--- src/rtl/run_ctrl.sv ---
// run_ctrl: host run sequencer for the core (reset hold, one-shot req, RUN cycle count, result hold).
// Define RUN_CTRL_TIMEOUT_EN to end RUN after TIMEOUT cycles; otherwise cycles saturates and RUN waits for core_done.
module run_ctrl #(
    parameter int RST_CYC = 2,
    parameter int CNT_W   = 16,
    parameter int TIMEOUT = 4000
) (
    input  logic             clk,
    input  logic             reset,
    input  logic             start,
    input  logic             ack,
    input  logic             core_done,
    output logic             core_reset,
    output logic             core_req,
    output logic             busy,
    output logic             result_valid,
    output logic             timed_out,
    output logic [CNT_W-1:0] cycles
);
    localparam int RW = $clog2(RST_CYC) + 1;
`ifndef RUN_CTRL_TIMEOUT_EN
    localparam int unused_timeout = TIMEOUT;
`endif
    typedef enum logic [2:0] {IDLE, RST, REQ, RUN, DONE} state_t;
    state_t           state, state_nx;
    logic [RW-1:0]    rcnt, rcnt_nx;
    logic [CNT_W-1:0] cycles_nx;
    logic             to_nx;
    always_comb begin
        state_nx  = state;
        rcnt_nx   = rcnt;
        cycles_nx = cycles;
        to_nx     = timed_out;
        case (state)
            IDLE, DONE: begin
                if (start) begin
                    state_nx  = RST;
                    rcnt_nx   = '0;
                    cycles_nx = '0;
                    to_nx     = 1'b0;
                end else if (ack && state == DONE) begin
                    state_nx = IDLE;
                    to_nx    = 1'b0;
                end
            end
            RST: begin
                state_nx = rcnt == RW'(RST_CYC - 1) ? REQ : RST;
                rcnt_nx  = rcnt + RW'(1);
            end
            REQ: state_nx = RUN;
            RUN: begin
                if (core_done)
                    state_nx = DONE;
`ifdef RUN_CTRL_TIMEOUT_EN
                else if (cycles == CNT_W'(TIMEOUT - 1)) begin
                    cycles_nx = CNT_W'(TIMEOUT);
                    to_nx     = 1'b1;
                    state_nx  = DONE;
                end else
                    cycles_nx = cycles + CNT_W'(1);
`else
                else
                    cycles_nx = &cycles ? cycles : cycles + CNT_W'(1);
`endif
            end
            default: state_nx = IDLE;
        endcase
    end
    // outputs are decoded from the next state so every port is a flop
    always_ff @(posedge clk or negedge reset) begin
        if (!reset) begin
            state        <= IDLE;
            rcnt         <= '0;
            cycles       <= '0;
            timed_out    <= 1'b0;
            core_reset   <= 1'b1;
            core_req     <= 1'b0;
            busy         <= 1'b0;
            result_valid <= 1'b0;
        end else begin
            state        <= state_nx;
            rcnt         <= rcnt_nx;
            cycles       <= cycles_nx;
            timed_out    <= to_nx;
            core_reset   <= state_nx inside {IDLE, RST, DONE};
            core_req     <= state_nx == REQ;
            busy         <= state_nx inside {RST, REQ, RUN};
            result_valid <= state_nx == DONE;
        end
    end
endmodule

--- config.mk ---
export PLATFORM = sky130hd
export DESIGN_NAME = run_ctrl
export DESIGN_NICKNAME = d
export VERILOG_FILES = /design/src/rtl/run_ctrl.sv
export SDC_FILE = /design/constraint.sdc
export NUM_CORES = 1
export LEC_CHECK = 0
export ABC_AREA = 1
export CAP_MARGIN = 30
export CORE_ASPECT_RATIO = 1.2
export CORE_MARGIN = 5
export CORE_UTILIZATION = 54
export CTS_BUF_LIST = sky130_fd_sc_hd__clkbuf_4 sky130_fd_sc_hd__clkbuf_8
export CTS_CLUSTER_DIAMETER = 50
export CTS_CLUSTER_SIZE = 10
export DETAILED_ROUTE_END_ITERATION = 7
export PLACE_DENSITY = 0.81
export SLEW_MARGIN = 10
export SYNTH_ARGS = -nofsm -noshare
export SYNTH_HDL_FRONTEND = slang
export SYNTH_SLANG_ARGS = --single-unit
--- constraint.sdc ---
create_clock -name clk -period 1.9 [get_ports clk]
set_input_delay 0.38 -clock clk [delete_from_list [all_inputs] [get_ports clk]]
set_output_delay 0.38 -clock clk [all_outputs]
set_load 0.02 [all_outputs]
==> out/summary.md, run 1 <==
The core region is 2600 µm². After synthesis the netlist holds a flip-flop and latch count of 25. Pin placement for this block handled 26 I/O pins. Endpoint of the most critical register-to-register path: cycles[9]. The largest fanout on the critical path came out at 6. The die covers 3910 µm². The number of antenna violations at the first check in global routing was 0.

Setup violations remaining at the end of the flow were counted as 0. The tools report the kind of end point of the critical path as an output pin. The logs give 41.1% for the relative contribution of combinational cells to total power and 6020 µm for the global-route wire length before repair.

The tools report the HPWL after detailed placement as 2570 µm. For this block, the routed nets add up to 3350 µm of wire. Summing every instance area after synthesis gives 1490 µm². Net switching is 41.2% of the power.

The origin of the critical flop-to-flop path was cycles[1]. The register clock-pin slew on the reported worst setup and hold paths was 140 ps. Count of vias placed by the detailed router: 1391. Across the VDD grid, the largest voltage drop is 0.000834 V.

The worst path meets setup with 42.2 ps of slack. The logs give 0 for the remaining antenna violation count and 4.97 ps for the worst clock skew. The pre-antenna-repair detailed-routing pass consisted of 4 iterations.

The logs give 0 for the number of buffers inserted for hold repair after clock tree synthesis and 25 for the total number of clock tree sinks. Leaving out fill and tap cells, the most frequent cell in the layout is nand2_1. Setup total negative slack on the finished layout was measured at 0 ps.

The run gives 264 as the number of cells after detailed placement. In the routed design, unresolved DRC markers number 0. The number of max-cap violations came out at 0. CTS placed an instance of clkbuf_4 at the clock tree root.

The run gives 43.1% as the register share of total power. Entering global routing, the biggest net connects 26 pins. The analysis attributes to net switching a power of 0.000653 W. For the worst flop-to-flop path, the logic depth is 9. The number of standard cells in the layout, taps in and fillers out was 268; the power density relative to cell area was 871 nW/µm². TritonCTS built the clock tree. Number of CTS-inserted buffers: 3. The average vias per placed instance came out at 5.19. During placement, the flow inserted port buffers numbering 24.

The filler cell count is 233, and the net total in the final layout is 243. The mean instance size in the synthesized netlist is 7.19 µm². The tools report the number of distinct library cells after synthesis as 29.

In the layout the commonest cells are nand2_1, nor2_1, dfrtp_1, clkdlybuf4s50_1, nand3_1. For the iteration-0 DRC count of the detailed router, the log shows 51. On the critical path, the stage with the largest delay is an instance of clkdlybuf4s50_1. For this design the static power due to leakage is 0.810 nW. From left edge to right edge, the die measures 57.9 µm.

The arrival time of data at the critical path endpoint was 1480 ps. The congestion estimate from routability-driven global placement came to 0.910. In this run the core area contains 20 standard-cell rows. The initial utilization of the core area, before any placement, comes to 57.2%. The critical path is of the reg2out type. The vertical extent of the die was 67.5 µm; the total congestion overflow after global routing was 0.

The worst setup path is launched from a flip-flop. The run gives 1346 as the via count of the first global-routing pass. The worst path in the final design needs a cycle of 1860 ps, including I/O delays and setup. The type of the most critical hold path was in2async. H-tree depth reported by CTS: 1. The flow ran to the end, and the final reports show no timing, DRC or antenna violations. Data on the critical path is required at its endpoint by 1520 ps. Of the cells placed in the final design, the portion with a size suffix greater than 1 is 9.36%. The maximum clock frequency was 538 MHz; the biggest cell delay along the critical path was 610 ps. At the later pin of the worst-skew pair, clock insertion delay measures 330 ps.

Count of endpoints failing hold in the final timing report: 0. Maximum number of buffers from clock root to sink: 2. The number of max-slew violations in the final report was 0. Overall power consumption after layout is estimated at 0.00158 W. The tools report the global routing usage summed across all routing layers as 20.1%. Yosys printed 0 warnings. Walking the worst path, the cells encountered are buf_4 > clkdlybuf4s50_1. Compared with the post-synthesis result, the final layout area differs by 22.1%. OpenSTA, run right after detailed placement, puts the worst setup slack at 98.3 ps. The antenna diode count was 0. The clock network is responsible for 15.8% of the overall power. Counting every net in the synthesized netlist gives 214.

The worst register-to-register path has a setup slack of 190 ps. Internal power comes to 0.000931 W. The run gives 42.1% as the sequential-to-total area share from yosys stat. The post-synthesis instance total was 207. Dividing the detail-routed wire length by the instance count gives 12.5 µm. Setup repair after global routing left no endpoint under its margin. The share of the clock period used by the worst path after layout was 97.8%.
==> sequential cells by signal (all words and copies together), names as in the netlist <==
| register | count |
|---|---|
| rcnt | 2 |
| core_req | 1 |
| busy | 1 |
| result_valid | 1 |
| cycles | 16 |
| state | 3 |
| core_reset | 1 |
==> stage by stage <==
step / util [%] / hold WS (ps) / area [µm²]
2_1_floorplan: - / 84.4 / 1490
3_3_place_gp: 68.2 / 493 / 1770
3_5_place_dp: 68.2 / 522 / 1770
4_1_cts: 69.3 / 396 / 1800
6_report: 69.9 / 390 / 1820
5_1_grt: 69.9 / 415 / 1820
==> cell usage after synthesis, drive strengths merged <==
cell	number	area (µm²)
nand2	85	342
nor2	35	146
dfrtp	24	601
nand3	17	90.1
inv	13	48.8
nand4	6	37.5
o21bai	4	30.0
o21ai	3	26.3
xor2	3	26.3
buf	2	18.8
clkbuf	2	7.51
ha	2	25.0
xnor2	2	17.5
a21oi	1	5.00
clkinv	1	3.75
conb	1	3.75
dfstp	1	26.3
nand3b	1	7.51
nor3	1	5.00
nor3b	1	7.51
o211ai	1	7.51
o22ai	1	6.26
==> power groups by stage <==
stage                     registers (W)  clock network (W)  logic, W
after floorplan                0.000746                  0  0.000372
after global placement         0.000687                  0  0.000639
after detailed placement       0.000695                  0  0.000650
after CTS                      0.000684           0.000263  0.000652
after global routing           0.000696           0.000290  0.000736
final                          0.000683           0.000250  0.000651
==> per-layer routing <==
metal | track usage, % | vias to the layer above | routed length (µm) | share of wire [%]
li1 | - | 710 | - | -
met2 | 34.9 | 24 | 1730 | 51
met3 | 3.44 | 7 | 159 | 4.7
met1 | 24.2 | 650 | 1390 | 41
met5 | 0 | - | 0 | 0
met4 | 9.57 | 0 | 80 | 2.4
==> cell type report <==
cell class                      count  area, µm²  share of cell area, %
Clock buffer                        3       22.5                   1.24
Clock inverter                      1       7.51                  0.413
Inverter                           14       52.6                   2.89
Multi-Input combinational cell    164        787                   43.3
Sequential cell                    25        629                   34.6
Tap cell                           33       41.3                   2.27
Timing Repair Buffer               28        278                   15.3
==> how the worst max path moves through the flow <==
stage	startpoint	to
after floorplan	cycles[0]	cycles[14]
after global placement	core_done	cycles[11]
after detailed placement	cycles[1]	cycles[9]
after CTS	cycles[2]	cycles[2]
after global routing	cycles[0]	cycles[0]
final	cycles[0]	cycles[0]
==> repair_timing <==
item / in CTS / in global routing
setup endpoints to repair: 0 / 13
resized for setup: 0 / 6
buffers inserted: 0 / 0
==> cell families after synthesis <==
family | synth area share, %
compound gates | 5.04
xor+xnor | 2.94
buf+inv | 5.29
simple gates | 42.7
fa+ha+maj | 1.68
other cells | 0.252
flops | 42.1
==> critical path, delay by kind of cell (launching register included) <==
kind	cells	cell delay, ps
flops	1	390
buf+inv	2	760
No activity file was read; power rests on OpenSTA's default activity.
==> inputs of run 2 (changes only) <==
--- a/config.mk
+++ b/config.mk
@@ -10,7 +10,7 @@
 export CORE_ASPECT_RATIO = 1.2
 export CORE_MARGIN = 5
 export CORE_UTILIZATION = 54
-export CTS_BUF_LIST = sky130_fd_sc_hd__clkbuf_4 sky130_fd_sc_hd__clkbuf_8
+export CTS_BUF_LIST = sky130_fd_sc_hd__clkbuf_8
 export CTS_CLUSTER_DIAMETER = 50
 export CTS_CLUSTER_SIZE = 10
 export DETAILED_ROUTE_END_ITERATION = 7
==> run 2 against run 1 <==
Net effect: first-iteration DRC count down 2.0%; cell count did not move; worst setup slack improved by 54 ps; hold slack improved by 64 ps; power rose by 5.4%; core utilization increased by 0.34 points; cell area up 0.48%; via count up 0.86%; clock power increased by 32%; largest cell class unchanged.
==> out/summary.md, run 2 (same netlist as run 1, synthesis figures left out) <==
The run finished with clean final reports. The core area is 2600 µm². Global routing finished with a remaining overflow of 0.

The tools report the sum of negative setup slack as 0 ps. Traced cell by cell, the critical path runs through clkdlybuf4s50_1. Setup repair after global routing left no endpoint under its margin. Counting along the longest clock path gives a buffer depth of 2. The met3 wire length is 197 µm.

The most common cell after layout, fill and taps aside is nand2_1. Once the floorplan was initialized, standard cells occupied 57.2% of the core. Setup slack on the worst reg-to-reg path comes out at 190 ps. The run gives 1 as the H-tree depth reported by CTS. After layout, the minimum clock period comes to 1800 ps.

The run gives 0 as the count of endpoints failing hold in the final timing report. In the final layout, the share of cells above drive strength 1 is 8.51%. The run gives 3420 µm as the total length of routed wires.

The largest fanout on the critical path is 8, and the routability congestion estimate from global placement is 0.910. The run gives 0 as the number of max-cap violations. The largest registers in the layout are cycles (16), state (3), rcnt (2). In the layout the commonest cells are nand2_1, nor2_1, dfrtp_1, clkdlybuf4s50_1, nand3_1. Compared with the post-synthesis result, the final layout area differs by 22.7%. The floorplan step set the die height to 67.5 µm. The combined buffer and inverter count along the critical path was 1; the iteration-0 DRC count of the detailed router was 50. Summed over all cells, the static leakage comes to 0.779 nW. The internal power of the cells totals 0.00100 W. In the routed layout, each cell is associated on average with a via count of 5.24. The global routing usage summed across all routing layers came out at 20.7%.

The biggest cell delay along the critical path came out at 660 ps. The count of vias placed by the detailed router is 1403, and the HPWL after detailed placement is 2570 µm. After detailed routing, the number of remaining DRC violations is 0. The register clock-pin slew on the reported worst setup and hold paths came out at 90 ps. Combinational cells account for 39.3% of the total power.

For the arrival time of data at the critical path endpoint, the log shows 1420 ps. In this run, post-CTS hold repair placed 0 buffers. In this run switching power makes up 40.0% of total power. The kind of start point of the critical path is a flip-flop.

Family with the most delay on the worst path: buffers and inverters. Setup violations remaining at the end of the flow were counted as 0. The logs give 0 for the number of max-slew violations in the final report and 0.000668 W for the net switching component of the power.

More flip-flops sit in one register than any other, and that register is cycles. 0 antenna diodes ended up in the layout. The pre-CTS setup slack was 98.3 ps.

For this design the ratio of total power to cell area is 914 nW/µm². For this run, the post-layout net count is 243. The critical path in this run is classified as reg2out. The final worst setup slack came out at 96.4 ps. Peak supply drop: 0.000919 V.

The run gives 3910 µm² as the die outline area. The share of the clock period used by the worst path after layout is 94.9%, and the latest clock arrival within the worst-skew pair is 280 ps. Clock skew on the completed layout was measured at 4.72 ps.

The detailed router used layers up to and including met4. The filler cell count came out at 232. The worst hold path belongs to the class in2async.

The tree built by TritonCTS fans out to 25 sinks. 26 I/O pins were placed. The register share of total power is 40.9%, and the detailed-route wire length on metal 1 is 1380 µm.

The register with the most flip-flops in the layout has 16 of them. The x dimension of the die was 57.9 µm; the number of buffers inserted by port buffering was 24. Once detail routing completed, the nets flagged for antenna violations numbered 0.

The first global-routing pass estimated 6140 µm of wire. In the final routed layout, each cell accounts on average for 12.8 µm. Entering global routing, the biggest net connects 26 pins. Data on the critical path is required at its endpoint by 1520 ps. The slowest cell on the critical path was clkdlybuf4s50_1. The run gives 1361 as the via count of the first global-routing pass. The number of antenna violations at the first check in global routing is 0. Based on the critical path, the design can be clocked at up to 554 MHz. TritonCTS created 3 clock buffers.

After floorplanning, the core was divided into 20 placement rows. For the amount of wire on met2 after detailed routing, the log shows 1730 µm. The tools report the cell chosen for the clock root as clkbuf_8.

The pre-antenna-repair detailed-routing pass consisted of 4 iterations. TritonCTS built the clock tree. STA classifies the critical path endpoint as an output pin. Clock share of power: 19.7%.
==> run 2: cell count changes in the layout (fill, tap and decap cells not counted) <==
cell / delta
clkbuf_4: -3
clkbuf_8: +3
clkdlybuf4s50_1: +3
dfrtp_1: +2
dfrtp_2: -2
dlymetal6s2s_1: -3
==> run 2: metal layers <==
layer / GRT usage, % / vias to the layer above
li1: - / 706
met1: 24.3 / 654
met2: 35.6 / 34
met3: 4.40 / 9
met4: 10.7 / 0
met5: 0 / -
==> run 2: what timing repair did <==
action / in CTS / in global routing
buffers inserted: 0 / 0
gates resized for setup: 0 / 1
endpoints found under the setup margin: 0 / 8
==> run 2: per-stage QoR <==
| stage | std cells | hold WS (ps) | cell area [µm²] | power [W] | util (%) |
|---|---|---|---|---|---|
| final | 268 | 455 | 1830 | 0.00167 | 70.2 |
| after global routing | 268 | 496 | 1830 | 0.00181 | 70.2 |
| after detailed placement | 264 | 522 | 1770 | 0.00135 | 68.2 |
| after global placement | 264 | 493 | 1770 | 0.00133 | 68.2 |
| after floorplan | 207 | 84.4 | 1490 | 0.00112 | - |
| after CTS | 268 | 472 | 1820 | 0.00168 | 70.0 |
==> run 2: area by class of cell <==
| cell class | count | area, µm² | share of cell area, % |
|---|---|---|---|
| clock buffers | 3 | 41.3 | 2.26 |
| well taps | 33 | 41.3 | 2.26 |
| multi-input cells | 164 | 787 | 43.1 |
| flip-flops and latches | 25 | 627 | 34.3 |
| inverters | 14 | 52.6 | 2.88 |
| clock inverters | 1 | 7.51 | 0.411 |
| repair buffers | 28 | 270 | 14.8 |
==> run 2: path summary, 6_finish.rpt <==
kind / start / end / cells after the start
hold reg to reg: rcnt[0] / rcnt[0] / 1
hold / removal: reset / cycles[13] / 2
setup reg to reg: cycles[1] / cycles[9] / 9
min in group clk: rcnt[0] / rcnt[0] / 1
setup / recovery: cycles[2] / cycles[2] / 1
max in group asynchronous: reset / core_reset / 2
==> run 2: power by group through the flow <==
stage                     sequential, W  clock (W)  combinational (W)
final                          0.000684   0.000330           0.000657
after CTS                      0.000684   0.000339           0.000652
after global routing           0.000697   0.000371           0.000738
after detailed placement       0.000695          0           0.000650
after global placement         0.000687          0           0.000639
after floorplan                0.000746          0           0.000372
